## src/rtl/flag_branch_unit_pkg.sv

```systemverilog
`default_nettype none
// ============================================================================
// Module   : flag_branch_unit_pkg
// Brief    : Opcode, condition-code and flag-index constants for the flag unit.
// Revision : 1.0
// ============================================================================
package flag_branch_unit_pkg;

    localparam logic [3:0] OP_ADD = 4'b0000;
    localparam logic [3:0] OP_SUB = 4'b0001;
    localparam logic [3:0] OP_AND = 4'b0010;
    localparam logic [3:0] OP_XOR = 4'b0011;
    localparam logic [3:0] OP_SLL = 4'b0100;
    localparam logic [3:0] OP_SRA = 4'b0101;
    localparam logic [3:0] OP_ROR = 4'b0110;
    localparam logic [3:0] OP_RED = 4'b0111;
    localparam logic [3:0] OP_LDI = 4'b1000;
    localparam logic [3:0] OP_LD  = 4'b1001;
    localparam logic [3:0] OP_ST  = 4'b1010;
    localparam logic [3:0] OP_BR  = 4'b1011;
    localparam logic [3:0] OP_B   = 4'b1100;
    localparam logic [3:0] OP_JMP = 4'b1101;
    localparam logic [3:0] OP_NOP = 4'b1110;
    localparam logic [3:0] OP_HLT = 4'b1111;

    localparam logic [2:0] COND_NE = 3'b000;
    localparam logic [2:0] COND_EQ = 3'b001;
    localparam logic [2:0] COND_GT = 3'b010;
    localparam logic [2:0] COND_LT = 3'b011;
    localparam logic [2:0] COND_GE = 3'b100;
    localparam logic [2:0] COND_LE = 3'b101;
    localparam logic [2:0] COND_OV = 3'b110;
    localparam logic [2:0] COND_AL = 3'b111;

    localparam int FLAG_Z = 2;
    localparam int FLAG_V = 1;
    localparam int FLAG_N = 0;

    typedef enum logic [0:0] {
        ST_IDLE = 1'b0,
        ST_WAIT = 1'b1
    } fbu_state_t;

    function automatic logic writes_zvn(input logic [3:0] op);
        return (op == OP_ADD) || (op == OP_SUB);
    endfunction

    function automatic logic writes_z_only(input logic [3:0] op);
        return (op == OP_XOR) || (op == OP_SLL) || (op == OP_SRA) || (op == OP_ROR);
    endfunction

endpackage
`default_nettype wire

```

## src/rtl/flag_branch_unit_cond_eval.sv

```systemverilog
`default_nettype none
// ============================================================================
// Module   : cond_eval
// Brief    : Combinational branch-condition evaluation on a {Z,V,N} vector.
// Revision : 1.0
// ============================================================================
module cond_eval
    import flag_branch_unit_pkg::*;
(
    input  logic [2:0] flags,
    input  logic [2:0] cond,
    output logic       taken
);

    logic w_z;
    logic w_v;
    logic w_n;

    assign w_z = flags[FLAG_Z];
    assign w_v = flags[FLAG_V];
    assign w_n = flags[FLAG_N];

    always_comb begin
        taken = 1'b0;
        case (cond)
            COND_NE: taken = !w_z;
            COND_EQ: taken = w_z;
            COND_GT: taken = !w_z && !w_n;
            COND_LT: taken = w_n;
            COND_GE: taken = w_z || (!w_z && !w_n);
            COND_LE: taken = w_n || w_z;
            COND_OV: taken = w_v;
            default: taken = 1'b1;
        endcase
    end

endmodule
`default_nettype wire

```

## src/rtl/flag_branch_unit.sv

```systemverilog
`default_nettype none
// ============================================================================
// Module   : flag_branch_unit
// Brief    : Z/V/N flag register, branch resolution with dependency stall or
//            forwarding (FLAG_FWD_EN), and saturating branch statistics.
// Revision : 1.0
// ============================================================================
module flag_branch_unit
    import flag_branch_unit_pkg::*;
(
    input  logic        clk,
    input  logic        rst_n,
    input  logic        ex_valid,
    input  logic [3:0]  ex_opcode,
    input  logic [15:0] ex_result,
    input  logic        ex_ovfl,
    input  logic        ex_flush,
    input  logic        pipe_stall,
    input  logic        br_valid,
    input  logic [2:0]  br_cond,
    output logic [2:0]  flags,
    output logic        flag_stall,
    output logic        br_resolved,
    output logic        br_taken,
    output logic [15:0] br_count,
    output logic [15:0] taken_count
);

    fbu_state_t  r_state;
    fbu_state_t  w_state_next;
    logic [2:0]  r_flags;
    logic [15:0] r_br_count;
    logic [15:0] r_taken_count;

    logic        w_wr_zvn;
    logic        w_wr_z;
    logic        w_pending;
    logic        w_flag_we;
    logic [2:0]  w_next_flags;
    logic        w_resolve;
    logic        w_stall;
    logic        w_use_next;
    logic [2:0]  w_eval_flags;
    logic        w_taken;

    assign w_wr_zvn  = writes_zvn(ex_opcode);
    assign w_wr_z    = writes_z_only(ex_opcode);
    assign w_pending = ex_valid && !ex_flush && (w_wr_zvn || w_wr_z);
    assign w_flag_we = w_pending && !pipe_stall;

    // Z-only writers keep V and N from the register.
    always_comb begin
        w_next_flags         = r_flags;
        w_next_flags[FLAG_Z] = (ex_result == 16'h0000);
        if (w_wr_zvn) begin
            w_next_flags[FLAG_V] = ex_ovfl;
            w_next_flags[FLAG_N] = ex_result[15];
        end
    end

    always_comb begin
        w_state_next = r_state;
        w_resolve    = 1'b0;
        w_stall      = 1'b0;
        w_use_next   = 1'b0;
        case (r_state)
            ST_IDLE: begin
                if (br_valid) begin
                    if (!w_pending) begin
                        w_resolve = 1'b1;
                    end else begin
`ifdef FLAG_FWD_EN
                        w_resolve  = 1'b1;
                        w_use_next = 1'b1;
`else
                        w_stall      = 1'b1;
                        w_state_next = ST_WAIT;
`endif
                    end
                end
            end
            ST_WAIT: begin
                // Producer flags have landed; a dropped br_valid means ID was flushed.
                w_state_next = ST_IDLE;
                w_resolve    = br_valid;
            end
            default: w_state_next = ST_IDLE;
        endcase
        if (pipe_stall) begin
            w_resolve    = 1'b0;
            w_state_next = r_state;
        end
    end

    assign w_eval_flags = w_use_next ? w_next_flags : r_flags;

    cond_eval u_cond_eval (
        .flags (w_eval_flags),
        .cond  (br_cond),
        .taken (w_taken)
    );

    always_ff @(posedge clk or negedge rst_n) begin
        if (!rst_n) begin
            r_state       <= ST_IDLE;
            r_flags       <= 3'b000;
            r_br_count    <= 16'h0000;
            r_taken_count <= 16'h0000;
        end else begin
            r_state <= w_state_next;
            if (w_flag_we) begin
                r_flags <= w_next_flags;
            end
            if (w_resolve) begin
                if (r_br_count != 16'hFFFF) begin
                    r_br_count <= r_br_count + 16'h0001;
                end
                if (w_taken && (r_taken_count != 16'hFFFF)) begin
                    r_taken_count <= r_taken_count + 16'h0001;
                end
            end
        end
    end

    assign flags       = r_flags;
    assign flag_stall  = w_stall;
    assign br_resolved = w_resolve;
    assign br_taken    = w_resolve && w_taken;
    assign br_count    = r_br_count;
    assign taken_count = r_taken_count;

endmodule
`default_nettype wire
```

## config.mk

```make
export PLATFORM = sky130hd
export DESIGN_NAME = flag_branch_unit
export DESIGN_NICKNAME = d
export VERILOG_FILES = /design/src/rtl/flag_branch_unit_pkg.sv /design/src/rtl/flag_branch_unit_cond_eval.sv /design/src/rtl/flag_branch_unit.sv
export SDC_FILE = /design/constraint.sdc
export NUM_CORES = 1
export LEC_CHECK = 0
export ABC_AREA = 1
export BUFFER_PORTS_ARGS = -buffer_cell sky130_fd_sc_hd__buf_2
export CORE_MARGIN = 2
export CORE_UTILIZATION = 40
export CTS_BUF_LIST = sky130_fd_sc_hd__clkbuf_8
export DETAILED_ROUTE_END_ITERATION = 16
export SLEW_MARGIN = 30
export SYNTH_ARGS = -nofsm -noshare
export SYNTH_HDL_FRONTEND = slang
export SYNTH_SLANG_ARGS = --single-unit
```

## constraint.sdc

```tcl
create_clock -name clk -period 3.7 [get_ports clk]
set_input_delay 0.37 -clock clk [delete_from_list [all_inputs] [get_ports clk]]
set_output_delay 0.37 -clock clk [all_outputs]
set_load 0.05 [all_outputs]
```

Word level (Yosys, flattened, before mapping)
Index checks and enable logic that the tools add are counted.

Flip-flop bits (word level): 36. Latch bits: 0. RAM bits: 0. Bits in read-only memories: 0. Logic and storage cells: 53. Memories: 0.

Add/sub/neg operators: 2. $mul: 0. Div/mod/pow operators: 0. $lt $le $gt $ge: 0. Eq/ne operators: 13. Shifts and indexed selects: 0. Mux-type cells: 9. Bitwise logic cells: 1. Reduce and logical (&&, ||, !) cells: 23.

Operator list (count): adder 16 x 1 -> 16 bit, second input constant (2); inequality test 16 bit, second input constant (2); zero test 16 bit (1); equality test 4 x 3 -> 1 bit, second input constant (3); equality test 3 bit, second input constant (3); logical OR 1 bit (7); case mux 1 bit (7 select lines) (1); equality test 3 x 2 -> 1 bit, second input constant (2); logical AND 1 bit (6); 2-to-1 mux 1 bit (6); AND reduction 2 bit (3); equality test 4 x 1 -> 1 bit, second input constant (1); equality test 4 x 2 -> 1 bit, second input constant (1); zero test 1 bit (4); zero test 4 bit (1); case mux 1 bit (2 select lines) (2); equality test 3 x 1 -> 1 bit, second input constant (1); zero test 3 bit (1); NOT 1 bit (1).

Logic depth before layout (Yosys ltp)
Depth in word-level cells: 11. Gate-level depth with buffers: 11. Gate-level depth less buffers: 10.

Modules after synthesis
Synthesis repeated with hierarchy kept, for this count alone.

Cells, all modules: 353. Area, all modules: 2451.1 um^2.

By module, submodules not included: flag_branch_unit (instances 1, cells each 331, area an instance 2363.5 um^2, sequential area each 900.9 um^2); cond_eval (instances 1, cells each 22, area an instance 87.6 um^2, sequential area each 0.0 um^2).

Worst setup path before layout
OpenSTA, ideal clock, no wires.

Path kind: register to output. Start point: register r_flags[0], in the netlist flags[0]. End point: output br_taken. Arrival: 1.741 ns. Required time: 3.330 ns. Setup slack: 1.589 ns. Cell stages (with the launch flop): 7. Buffers on the path: 0. Cells stage by stage: dfrtp_1 inv_1 nand3_1 nand2_1 nand2_1 nand2_1 nor2_1.

Word-level cells in the longest chain between the ends: 5. Elaborated cells on any way between the ends: 6.

Ends and longest elaborated chain: start: declaration (line flag_branch_unit.sv:31) `logic [2:0] r_flags;`; start signal: assignment (line flag_branch_unit.sv:112) `r_flags <= w_next_flags;`; zero test 1 bit (line flag_branch_unit_cond_eval.sv:28, flag_branch_unit_cond_eval.sv:30); logical AND 1 bit (line flag_branch_unit_cond_eval.sv:28, flag_branch_unit_cond_eval.sv:30); logical OR 1 bit (line flag_branch_unit_cond_eval.sv:30) `COND_GE: taken = w_z || (!w_z && !w_n);`; case mux 1 bit (7 select lines) * (line flag_branch_unit_cond_eval.sv:25) `case (cond)`; logical AND 1 bit * (line flag_branch_unit.sv:128) `assign br_taken = w_resolve && w_taken;`; end: declaration (line flag_branch_unit.sv:24) `output logic br_taken,`.

Every way passes the cells marked *; elsewhere a longest branch is shown, timed or not.

Final worst setup path
Same ends and word-level chain as after synthesis.

==> impl_metrics.ini <==
[placed_design]
post_dp_cell_area_sq_mm = 0.00279
post-dp-hpwl_mm = 4.27
gp_congestion = 0.822
placed_cells = 491
io_buffers = 67
detailedPlace.worstSlack_ns = 1.85

[yosys]
synthXorXnorAreaFrac = 0.0652
synth_edf_count = 0
synth_top_area_frac = 0.373
synth_top_cells_by_count = 146 x nand2_1, 36 x dfrtp_1, 34 x nand3_1
synth_top_family_by_area = simple AND/OR/NAND/NOR gates
async_flop_share = 1.00
synth_top_area_cell = dfrtp_1
synth_area_sq_mm = 0.00242
synthAdderAreaFrac = 0.0104
synth_compound_area_frac = 0.0259
ys_types = 28
synthMuxAreaShare = 0
yosysWarnings = 0
ys_top_cells_by_area = dfrtp_1 37%, nand2_1 23%, nand3_1 7.0%
synth.avg_cell_area_sq_um = 6.81
synth.most_common_cell = nand2_1
ys_ff_latch = 36
syn-instance-count = 355
synth-simple-area-share = 0.446
synth_fp_nets = 387
ys_seq_area_frac = 0.373
synth-main-ff-cell = dfrtp_1

[final_layout]
antenna_cells = 0
n_fill_cell = 617
multi_input_area_sq_mm = 0.00132
syn_to_final_growth_pct = 20.1
nets = 455
fin_cells = 499
finish.instance_area_sq_mm = 0.00290
regArea_sq_um = 901
drive_above_1_share = 0.222

[timing]
skew_ns = 0.00870
slew_viol_final = 0
fmax_mhz = 513
min_period_over_period = 0.527
layout_min_cycle_time_ns = 1.95
final_hold_viol_count = 0
setup_viol = 0
tns_ns = 0
tightest_slew_ns = 0.811
rsz0062_at_grt = false
timing.final.ws_setup_ns = 1.75
slew-limit-headroom = 0.459

[critical_path]
reg2reg_slack_ns = 1.85
path_buf_inv = 2
cp_slowest_cell = dfrtp_1
r2r_end = br_count[11]
cpMostUsedCell = nand2_1
reg2reg_depth = 10
r2r_start = br_count[0]
critPathKind = flip-flop to output pin
end_kind = output pin
cp-start-kind = flip-flop
cp.arrival_ns = 1.58
critPathRequiredTime_ns = 3.33
path_depth = 8
cp_max_fo = 6
critical_path.top_delay_family = simple AND/OR/NAND/NOR gates
path_cells = nand2_1 > nand3_1 > nand2_1 > inv_1 > nand2_1 > nand2_1 > nor2_1 > buf_2
max_stage_delay_ns = 0.43

[drt]
drt-vias-per-instance = 4.80
firstDrtPassIters = 4
drtAntennaViolNets = 0
drtIter0Drc = 108
wl_per_cell_um = 11.4
drc = 0
vias = 2393
drt_wl_total_mm = 5.70

[die]
core_sq_mm = 0.00589
fp.dieW_um = 81.7
fp-row-count = 28
die_h_um = 81.7
ios = 68
initial_core_util = 0.411
dieArea_sq_mm = 0.00668

[clock_network]
hold_buffers = 0
path_clk_slew_ns = 0.08
post_cts_buffers = 0
cts_resized = 0
cts-root-buf = clkbuf_8
clock_insertion_delay_worst_skew_ns = 0.29
clock_path_buffers = 2
htreeDepth = 2
cts_tree = done
clock_sink_count = 36
numCtsBuffers = 5

[global_routing]
grt-ovfl-total = 0
grt_first_pass_wirelength_mm = 9.96
grt_pass1_vias = 2303
antenna_found_initial = 0
grt_usage = 0.187
grt_max_degree = 37

[flow_run]
max_cap_viol_count = 0

[power]
max-vdd-ir-drop_uv = 215
finalPower_w = 0.00125
powerDensity_mw_per_mm2 = 430
leakage_nw = 1.52

[worst_hold_path]
hold_path_class = primary input to asynchronous set/reset pin

[run_status]
status = completed
-- metrics by stage --
| step | utilization | hold WS (ns) |
|---|---|---|
| after floorplan | - | 0.0744 |
| after CTS | 0.493 | 0.202 |
| final | 0.493 | 0.154 |
| after global routing | 0.493 | 0.223 |
| after global placement | 0.474 | 0.476 |
| after detailed placement | 0.474 | 0.479 |
-- power breakdown --
part,switching (W),total [W],internal (W)
Clock,0.000149,0.000348,0.000199
Sequential,0.0000668,0.000504,0.000437
Combinational,0.000292,0.000395,0.000104
-- area by class of cell --
type,count,share of cell area
multi-input combinational,277,0.456
sequential,36,0.310
timing repair buffer,67,0.116
inverter,36,0.0474
tap,75,0.0323
clock buffer,5,0.0237
clock inverter,3,0.0147
-- routing by layer --
| layer | global-route usage | vias up | wire [um] |
|---|---|---|---|
| met4 | 0.0567 | 0 | 79 |
| li1 | - | 1253 | - |
| met3 | 0.0363 | 11 | 222 |
| met2 | 0.320 | 53 | 2740 |
| met5 | 0 | - | 0 |
| met1 | 0.238 | 1076 | 2670 |
-- registers in the layout, summed over array words and instances, names as in the netlist --
name / cells
flags: 3
taken_count: 16
br_count: 16
r_state: 1
-- worst register-to-register path: stages (launching register included) --
cell      delay [ns]
dfrtp_1         0.44
ha_1            0.24
nand3_2         0.13
inv_2           0.10
nand2_2         0.06
clkinv_1        0.05
nand3_2         0.05
nand2_2         0.30
inv_2           0.21
nand2_1         0.10
nand2_1         0.05
-- worst max path at each step --
stage / start / to
global placement: ex_flush / br_count[15]
global route: flags[0] / br_taken
finish: flags[0] / br_taken
detailed placement: br_count[0] / br_count[11]
CTS: flags[0] / br_taken
floorplan: flags[0] / br_taken
-- cell families after synthesis --
family / Yosys count
and+or+nand+nor: 245
buffers and inverters: 42
DFF: 36
xor gates and xnor gates: 18
AOI/OAI and AO/OA: 12
adders and majority gates: 2
-- layout by cell type, fill, tap and decap left out, drive strengths merged --
cell      instances
nand3b            1
buf              67
dfrtp            36
a21oi             5
nand4            10
inv              35
nand2           150
nor3              8
nor4              2
ha                2
nand3            38
bufinv            1
clkinvlp          1
nor2             36
clkinv            2
clkbuf            5
xnor2             7
o31ai             1
xor2             11
o21ai             6
No activity file was read; power rests on OpenSTA's default activity.
